[config.mk]
export PLATFORM = sky130hd
export DESIGN_NAME = fetch_queue
export DESIGN_NICKNAME = d
export VERILOG_FILES = /design/src/rtl/fetch_pkg.sv /design/src/rtl/fetch_fifo.sv /design/src/rtl/fetch_queue.sv
export SDC_FILE = /design/constraint.sdc
export NUM_CORES = 1
export LEC_CHECK = 0
export BUFFER_PORTS_ARGS = -buffer_cell sky130_fd_sc_hd__buf_4
export CAP_MARGIN = 20
export CORE_MARGIN = 4
export CORE_UTILIZATION = 50
export CTS_CLUSTER_DIAMETER = 50
export DETAILED_ROUTE_END_ITERATION = 7
export PLACE_DENSITY = 0.73
export SLEW_MARGIN = 15
export SYNTH_ARGS = -nofsm -noshare
export SYNTH_HDL_FRONTEND = slang
export SYNTH_SLANG_ARGS = --single-unit
export TNS_END_PERCENT = 30
[constraint.sdc]
create_clock -name clock -period 2.9 [get_ports clock]
set_input_delay 0.29 -clock clock [delete_from_list [all_inputs] [get_ports clock]]
set_output_delay 0.29 -clock clock [all_outputs]
set_load 0.02 [all_outputs]
[src/rtl/fetch_pkg.sv]
// fetch_pkg: shared types and constants for the instruction prefetch stage.
// Optional feature macro used by fetch_queue: FETCH_QUEUE_BYPASS_EN.
package fetch_pkg;

  // Fetch FSM states
  typedef enum logic [1:0] {
    IDLE = 2'd0,
    REQ  = 2'd1,
    DROP = 2'd2
  } fetch_state_t;

  // One buffered instruction together with the PC it was fetched from
  typedef struct packed {
    logic [31:0] pc;
    logic [31:0] instr;
  } fetch_entry_t;

  // Default first fetch address after reset
  localparam logic [31:0] DEFAULT_RESET_PC = 32'h0000_0000;

  // Force a byte address onto a word boundary
  function automatic logic [31:0] align_word(input logic [31:0] addr);
    return {addr[31:2], 2'b00};
  endfunction

endpackage

[src/rtl/fetch_fifo.sv]
// fetch_fifo: small instruction FIFO holding {pc, instr} entries.
// Head is read combinationally so a pushed entry is visible the cycle after
// the push. Synchronous clear empties the queue without touching storage.
module fetch_fifo
  import fetch_pkg::*;
#(
  parameter int DEPTH = 4
) (
  input  logic                       clock,
  input  logic                       reset,
  input  logic                       clear,
  input  logic                       push,
  input  fetch_entry_t               push_entry,
  input  logic                       pop,
  output fetch_entry_t               head,
  output logic [$clog2(DEPTH):0]     count,
  output logic                       empty
);

  localparam int AW = $clog2(DEPTH);

  fetch_entry_t   mem [DEPTH];
  logic [AW-1:0]  wr_ptr_reg;
  logic [AW-1:0]  rd_ptr_reg;
  logic [AW:0]    count_reg;

  // Per-entry storage write; storage needs no reset since count gates validity
  for (genvar gi = 0; gi < DEPTH; gi++) begin : g_entry
    always_ff @(posedge clock) begin
      if (push && !clear && (wr_ptr_reg == AW'(gi))) begin
        mem[gi] <= push_entry;
      end
    end
  end

  // Pointer and occupancy update; clear wins over a same-cycle push/pop
  always_ff @(posedge clock or negedge reset) begin
    if (!reset) begin
      wr_ptr_reg <= '0;
      rd_ptr_reg <= '0;
      count_reg  <= '0;
    end else if (clear) begin
      wr_ptr_reg <= '0;
      rd_ptr_reg <= '0;
      count_reg  <= '0;
    end else begin
      if (push) wr_ptr_reg <= wr_ptr_reg + 1'b1;
      if (pop)  rd_ptr_reg <= rd_ptr_reg + 1'b1;
      case ({push, pop})
        2'b10:   count_reg <= count_reg + 1'b1;
        2'b01:   count_reg <= count_reg - 1'b1;
        default: count_reg <= count_reg;
      endcase
    end
  end

  assign head  = mem[rd_ptr_reg];
  assign count = count_reg;
  assign empty = (count_reg == '0);

endmodule

[src/rtl/fetch_queue.sv]
// fetch_queue: sequential instruction prefetch with redirect/flush.
// Optional macro FETCH_QUEUE_BYPASS_EN: when the queue is empty and the core
// is ready, an acked word is forwarded straight to the core in the same cycle.
module fetch_queue
  import fetch_pkg::*;
#(
  parameter int          DEPTH    = 4,
  parameter logic [31:0] RESET_PC = DEFAULT_RESET_PC
) (
  input  logic                    clock,
  input  logic                    reset,
  output logic                    imem_req,
  output logic [31:0]             imem_addr,
  input  logic                    imem_ack,
  input  logic [31:0]             imem_rdata,
  output logic                    inst_valid,
  output logic [31:0]             inst_data,
  output logic [31:0]             inst_pc,
  input  logic                    inst_ready,
  input  logic                    redirect,
  input  logic [31:0]             redirect_pc,
  output logic [$clog2(DEPTH):0]  count
);

  localparam int          CW      = $clog2(DEPTH) + 1;
  localparam logic [CW:0] DEPTH_W = (CW + 1)'(DEPTH);

  fetch_state_t  state_reg, state_next;
  logic [31:0]   fetch_pc_reg, fetch_pc_next;
  logic [31:0]   stale_addr_reg, stale_addr_next;

  logic          fifo_push;
  logic          fifo_pop;
  logic          fifo_clear;
  fetch_entry_t  fifo_head;
  fetch_entry_t  push_entry;
  logic [CW-1:0] fifo_count;
  logic          fifo_empty;
  logic          bypass;
  logic          accept;
  logic [CW:0]   occ_idle;
  logic [CW:0]   occ_after;

  fetch_fifo #(
    .DEPTH (DEPTH)
  ) u_fifo (
    .clock      (clock),
    .reset      (reset),
    .clear      (fifo_clear),
    .push       (fifo_push),
    .push_entry (push_entry),
    .pop        (fifo_pop),
    .head       (fifo_head),
    .count      (fifo_count),
    .empty      (fifo_empty)
  );

  assign push_entry = '{pc: fetch_pc_reg, instr: imem_rdata};
  assign count      = fifo_count;

`ifdef FETCH_QUEUE_BYPASS_EN
  assign bypass = (state_reg == REQ) && imem_ack && inst_ready && !redirect && fifo_empty;
`else
  assign bypass = 1'b0;
`endif

  // A FIFO pop; a redirect in the same cycle cancels it (the queue is cleared)
  assign accept   = !fifo_empty && inst_ready && !redirect;
  assign fifo_pop = accept;

  // Core-facing outputs: FIFO head, or the acked word when bypassing
  always_comb begin
    inst_valid = !fifo_empty;
    inst_data  = fifo_empty ? 32'h0 : fifo_head.instr;
    inst_pc    = fifo_empty ? 32'h0 : fifo_head.pc;
    if (bypass) begin
      inst_valid = 1'b1;
      inst_data  = imem_rdata;
      inst_pc    = fetch_pc_reg;
    end
  end

  // Fetch FSM next-state, memory request and FIFO push/clear control
  always_comb begin
    state_next      = state_reg;
    fetch_pc_next   = fetch_pc_reg;
    stale_addr_next = stale_addr_reg;
    imem_req        = 1'b0;
    imem_addr       = fetch_pc_reg;
    fifo_push       = 1'b0;
    fifo_clear      = 1'b0;
    occ_idle        = {1'b0, fifo_count} + {{CW{1'b0}}, accept};
    occ_after       = {1'b0, fifo_count} + {{CW{1'b0}}, !bypass} - {{CW{1'b0}}, accept};

    case (state_reg)
      IDLE: begin
        // Only request once a slot can be reserved for the returning word
        if (occ_idle < DEPTH_W) state_next = REQ;
      end
      REQ: begin
        imem_req = 1'b1;
        if (imem_ack) begin
          fifo_push     = !bypass;
          fetch_pc_next = fetch_pc_reg + 32'd4;
          if (occ_after >= DEPTH_W) state_next = IDLE;
        end
      end
      DROP: begin
        // Finish the stale request on its original address, then refetch
        imem_req  = 1'b1;
        imem_addr = stale_addr_reg;
        if (imem_ack) state_next = REQ;
      end
      default: state_next = IDLE;
    endcase

    if (redirect) begin
      fifo_clear    = 1'b1;
      fifo_push     = 1'b0;
      fetch_pc_next = align_word(redirect_pc);
      case (state_reg)
        REQ: begin
          if (imem_ack) begin
            state_next = REQ;
          end else begin
            state_next      = DROP;
            stale_addr_next = fetch_pc_reg;
          end
        end
        // A stale request completing in this very cycle leaves nothing to drop
        DROP:    state_next = imem_ack ? REQ : DROP;
        default: state_next = REQ;
      endcase
    end
  end

  // FSM state, fetch PC and held stale address registers
  always_ff @(posedge clock or negedge reset) begin
    if (!reset) begin
      state_reg      <= IDLE;
      fetch_pc_reg   <= RESET_PC;
      stale_addr_reg <= RESET_PC;
    end else begin
      state_reg      <= state_next;
      fetch_pc_reg   <= fetch_pc_next;
      stale_addr_reg <= stale_addr_next;
    end
  end

endmodule

==> results of run 1 <==
[repair_timing]
action                    4_1_cts  5_1_grt
resized for setup               0        0
hold endpoints to repair      206        0
hold buffers                   42        0
[cell usage in the layout (no fill, tap or decap), types with 12 or more instances in the layout]
master           n
mux4_2          62
dlygate4sd3_1   42
nor2_1          21
clkbuf_16       37
dfrtp_1         67
nand2_1         34
o21ai_0         21
buf_4          170
a31oi_1         12
edfxtp_1       248
and2_1          65
mux2_2          58
[worst register-to-register path, stage by stage (launching register included)]
cell and delay (ns):
dfrtp_1 0.59, ha_1 0.26, and3_1 0.36, nand3_2 0.22, or4_1 0.51, a31oi_1 0.19
[kinds of logic (layout without fill, tap and decap cells)]
logic type               after synthesis  in the layout  share of synthesized area [%]
AO/OA/AOI/OAI                         58             58                          2.827
XOR/XNOR                              14             14                         0.9235
adder cells (fa/ha/maj)                9              9                         0.9047
buffers and inverters                 55            294                          1.838
flip-flops                           317            317                          69.09
multiplexers                         124            124                          15.74
other                                  1              4                        0.02824
AND/OR/NAND/NOR                      194            194                          8.650
[through the flow]
| stage | power [mW] | cells |
|---|---|---|
| 6_report | 14.76 | 1349 |
| 5_1_grt | 15.51 | 1349 |
| 4_1_cts | 14.95 | 1349 |
| 3_5_place_dp | 10.33 | 1244 |
| 3_3_place_gp | 10.25 | 1244 |
| 2_1_floorplan | 8.600 | 775 |
[worst min path at each step]
stage                    startpoint                 end  depth (start not counted)
detailed placement            reset  stale_addr_reg[24]                          1
global placement              reset  stale_addr_reg[25]                          1
global route        redirect_pc[14]    fetch_pc_reg[14]                          3
floorplan                     reset    fetch_pc_reg[10]                          0
CTS                 redirect_pc[14]    fetch_pc_reg[14]                          3
finish              redirect_pc[12]    fetch_pc_reg[12]                          3
[report_power, final]
group	total, mW	internal (mW)	switching (mW)
sequential	5.85	5.45	0.395
combinational	4.36	2.14	2.23
clock	4.55	2.81	1.75
[Yosys cell counts, types with 2 or more instances]
cell type	number	share of area, %
a21oi_1	2	0.075
a221o_1	2	0.15
a22oi_1	2	0.11
a31oi_1	12	0.57
and2_1	65	3.1
and3_1	9	0.42
and4_1	5	0.33
buf_2	10	0.38
buf_4	4	0.23
clkbuf_1	29	0.82
clkbuf_2	2	0.075
dfrtp_1	69	13
edfxtp_1	248	56
ha_1	8	0.75
inv_1	8	0.23
mux2_2	58	4.9
mux2i_1	4	0.30
mux4_2	62	11
nand2_1	34	0.96
nand2b_1	2	0.094
nand3_1	11	0.41
nand3_2	3	0.23
nand3b_1	2	0.11
nand4_1	7	0.33
nand4_4	2	0.32
nor2_1	21	0.59
nor2b_1	4	0.19
nor3_1	8	0.30
nor4_1	2	0.094
o211ai_1	3	0.17
o21ai_0	21	0.79
o31a_1	4	0.26
o31ai_1	7	0.40
or3_1	5	0.24
or4_1	9	0.51
xnor2_1	8	0.53
xor2_1	6	0.40
[cell type report]
cell class                      instances  share of cell area (%)
Clock inverter                         18                   1.489
Timing Repair Buffer                  223                   11.52
Clock buffer                           45                   5.744
Sequential cell                       317                   55.16
Inverter                                8                  0.1805
Multi-Input combinational cell        403                   23.39
Tap cell                              335                   2.519
[routing by layer]
metal / part of all wire [%] / up-vias
met3: 6.4 / 33
met4: 1.4 / 0
met2: 48 / 226
met5: 0 / -
li1: - / 3439
met1: 44 / 3816
==> metrics.txt, run 1 <==
CP Depth 4; final global-route overflow total 0; Starting Density 50.95%; Final HPWL DP ~17000 microns; CP max stage delay approximately 0.7 ns; DRC viols 0; area of the multi-input gates roughly 3900 sq um; top_reg_cell synth edfxtp_1; status complete, no violations; # diodes 0; first-pass GRT wire length around 43000 microns; critical path's top delay family flip-flops; Worst Path Max Fanout 22; Reg2Reg Setup Slack 0.68 ns; remaining antenna violation count 0; CTS Buf Count 36; Sequential Area between 9000 and 10000 sq um; CP cell instances buf_4, mux4_2, and2_1, buf_4; sequential-to-total area share from yosys stat between 60 and 70%; final hold violation count 0; htree depth 2; CP Capture Point inst_pc[16]; Worst R2R End fetch_pc_reg[26]; Fmax ~370 MHz; Max Cap Viol 0; Critical Path Start u_fifo.rd_ptr_reg[0]; Die ar. 29230 sq um; Hold/Removal Path Class input port to flip-flop; number of flip-flops under the largest register name 248; Worst Skew 0.01244 ns; first-pass detailed-route iteration total 5; number of flops mapped to enable cells by yosys approximately 250; placed inst area about 15000 sq um; peak supply drop approximately 630 uV; via count 7514; synthesis-to-finish area growth 25.33%; Pwr Density between 800 and 900 nW/um^2; DR iter-0 viols a little under 600; Wirelength per Cell between 20 and 25 microns; FF-to-FF path depth 5; RSZ-0062 raised after global routing no; kind of critical path flip-flop to primary output; Distinct cells, synth 51; Synthesis Warnings 0; Final Cell Area ~17000 sq um; Layout Nets between 1000 and 1500; Tightest Pin Transition between 0.9 and 1 ns; grt met3 use 4.043%; Rows 59; gr usage total between 10% and 20%; GRT met2 Usage a little under a third; Gate Count Post-Synth between 700 and 800; final core utilization around 64%; CTS clk-pin slew, worst paths about 0.060 ns; number of synthesized register bits ~320; Die H between 150 and 200 microns; async set or reset register ratio after synthesis a little over a fifth; leak pwr roughly 6 nW; setup total negative slack 0 ns; Routed Wire Length about 27000 microns; Worst Slack Setup Final 0.1911 ns; Period minus WS final about 2.7 ns; root buffer cell clkbuf_16; CTS tree done; CP Capture Type primary output; Buffers on Ports 163; max-slew violations 0; Core Footprint approximately 26000 sq um; largest net degree at the start of global routing 70; CP Data Required Time 2.61 ns; Max-slew headroom 39.16%; M1 GR Usage between 20% and 30%; vias in the first global route around 7800; final setup fails 0; postcts setup bufs 0; synthesized area approximately 13000 sq um; pre-CTS worst setup slack 0.6473 ns; Syn Area/Cell 17.20 sq um; GPL Wtd Cong ~0.76; Worst Path Buf+Inv 2; clock buffer depth 3; initial antenna violation count 0; cell mode on critical path buf_4; Die Span X around 170 microns; Worst setup SP type flip-flop; fin crit share 93.41%; Worst path slowest cell dfrtp_4; gr busiest metal met2; FF-to-FF Start fetch_pc_reg[2]; clk sinks between 300 and 400; IO Pins 170; Min Hold Slack 0.03027 ns; layout cells sized above 1 between 30% and 40%; Worst Path Arrival roughly 2.4 ns; clock latency on the worst-skew pair roughly 0.50 ns; drt via density 5.570; fill count 1846
No activity file was read; power rests on OpenSTA's default activity.
==> inputs of run 2 (changes only) <==
RECOVER_POWER = 50   (was unset)
==> run 2 against run 1 <==
Net effect:
- the flow now finishes with violations (capacitance limit, slew limit)
- count of clock-buffer cells in the layout unchanged
- sequential share of layout area increased by 0.48 points
- critical path depth unchanged
- power decreased by 0.37%
- clock power about the same
- setup slack improved by 0.0042 ns
==> metrics.txt, run 2 (synthesized netlist as in run 1, its figures left out) <==
status complete, but fails checks; failing checks capacitance limit, slew limit; clock latency on the worst-skew pair 0.50 ns (about the same); FF-to-FF Start fetch_pc_reg[2]; number of flip-flops under the largest register name 248 (unchanged); Die Span X 171.0 microns (unchanged); Worst Path Buf+Inv 2 (unchanged); final setup fails 0 (unchanged); largest net degree at the start of global routing 70 (unchanged); fin crit share 93.26% (-0.15 points); commonest non-fill, non-tap cells in the layout edfxtp_1, buf_4, dfrtp_1, and2_1, mux4_2; CP Capture Type primary output; kind of critical path flip-flop to primary output; synthesis-to-finish area growth 24.25%; commonest non-fill, non-tap cell in the layout edfxtp_1; CTS tree done; layout cells sized above 1 32.94% (-3.6 points); Worst path slowest cell dfrtp_4; final hold violation count 0 (unchanged); drt via density 5.590 (+0.36%); Die ar. 29230 sq um (unchanged); # diodes 0 (unchanged); Core Footprint 26060 sq um (unchanged); IO Pins 170 (unchanged); final core utilization 63.31% (-0.55 points); Layout Nets 1067 (unchanged); Routed Wire Length 27200 microns (-0.54%); Worst Path Max Fanout 22 (unchanged); Sequential Area 9179 sq um (unchanged); Worst setup SP type flip-flop; Final Cell Area 16500 sq um (-0.86%); root buffer cell clkbuf_16; postcts setup bufs 0 (unchanged); htree depth 2 (unchanged); placed cells 1244 (unchanged); FF-to-FF path depth 5 (unchanged); Worst R2R End fetch_pc_reg[26]; CTS clk-pin slew, worst paths 0.06 ns (about the same); M1 GR Usage 26.92% (unchanged); Worst Slack Setup Final 0.1953 ns (+0.004221 ns); GRT met2 Usage 30.64% (unchanged); Reg2Reg Setup Slack 0.68 ns (about the same); remaining antenna violation count 0 (unchanged); cell mode on critical path buf_4; first-pass detailed-route iteration total 5 (unchanged); Wirelength per Cell 20.16 microns (-0.54%); Hold/Removal Path Class input port to flip-flop; RSZ-0062 raised after global routing no; placed inst area 15020 sq um (unchanged); Buffers on Ports 163 (unchanged); vias in the first global route 7837 (unchanged); Starting Density 50.95% (unchanged); Hold Crit Start redirect_pc[12]; initial antenna violation count 0 (unchanged); clk sinks 317 (unchanged); Max Cap Viol 1 (+1); Hold Path Sink fetch_pc_reg[12]; first-pass GRT wire length 43280 microns (unchanged); Final Instance Count excl. Fillers 1349 (unchanged); clock buffer depth 3 (unchanged); DR iter-0 viols 625 (+5.6%); final global-route overflow total 0 (unchanged); via count 7541 (+0.36%); Die H 171.0 microns (unchanged); gr busiest metal met2; fill count 1879 (+1.8%); Period minus WS final 2.705 ns (-0.004221 ns); Fmax 369.7 MHz (+0.16%); Worst Path Arrival 2.41 ns (about the same); CTS Buf Count 36 (unchanged); Worst Skew 0.01310 ns (+0.0006576 ns); max-slew violations 70 (+70); Hold Path Depth 3 (unchanged); CP Data Required Time 2.61 ns (about the same); CP max stage delay 0.72 ns (about the same); Pwr Density 891.5 nW/um^2 (+0.49%); peak supply drop 624.7 uV (-0.11%); area of the multi-input gates 3892 sq um (unchanged); gr usage total 18.91% (unchanged); critical path's top delay family flip-flops; Max-slew headroom -18.42% (-58 points); Min Hold Slack 0.02661 ns (-0.003655 ns); Critical Path Start u_fifo.rd_ptr_reg[0]; pre-CTS worst setup slack 0.6473 ns (unchanged); grt met3 use 4.043% (unchanged); Tightest Pin Transition 1.776 ns (+0.8636 ns); GPL Wtd Cong 0.7559 (unchanged); Final HPWL DP 17250 microns (unchanged); Rows 59 (unchanged); Resize count post-CTS 0 (unchanged); DRC viols 0 (unchanged); CP cell instances buf_4, mux4_2, and2_1, buf_4; leak pwr 5.852 nW (-2.3%)
## run 2: changes by cell type in the layout (fill, tap and decap cells not counted)
| cell | previous run | this run |
|---|---|---|
| and2_0 | 0 | 2 |
| and2_1 | 65 | 63 |
| buf_4 | 170 | 131 |
| clkbuf_1 | 8 | 45 |
| clkbuf_2 | 0 | 2 |
## run 2: layout make-up
class	instances	area share [%]
sequential	317	55.64
multi-input combinational	403	23.59
timing repair buffer	223	10.75
clock buffer	45	5.794
tap	335	2.541
clock inverter	18	1.502
inverter	8	0.1820
## run 2: metrics by stage
stage	TNS (ns)	total power [mW]
2_1_floorplan	-32.44	8.600
3_3_place_gp	0	10.25
3_5_place_dp	0	10.33
4_1_cts	0	14.95
5_1_grt	0	15.47
6_report	0	14.71
## run 2: where the power goes
part | switching [mW] | leakage [nW] | total [mW] | internal (mW)
logic | 2.23 | 2.22 | 4.32 | 2.09
registers | 0.395 | 3.06 | 5.85 | 5.45
clock network | 1.74 | 0.571 | 4.54 | 2.81
## run 2: metal layers
metal / vias to the layer above / wire, microns
met5: - / 0
met4: 0 / 403
met3: 36 / 1690
met2: 224 / 13240
met1: 3833 / 11860
li1: 3448 / -
## run 2: worst min-delay path, stage by stage
cell	delay (ns)
buf_4	0.08
nand2_1	0.05
o21ai_0	0.06
## run 2: worst max path at each step
stage	to	slack [ns]	depth (start not counted)
6_report	inst_pc[16]	0.20	4
5_1_grt	inst_pc[16]	0.04	4
4_1_cts	inst_pc[16]	0.11	4
3_5_place_dp	inst_pc[16]	0.65	4
3_3_place_gp	inst_pc[16]	0.65	4
2_1_floorplan	u_fifo.mem[2][0]	-0.26	6
## run 2: repair_timing
item	CTS	global route
setup endpoints to repair	0	0
endpoints found under the hold margin	206	0
hold buffers	42	0
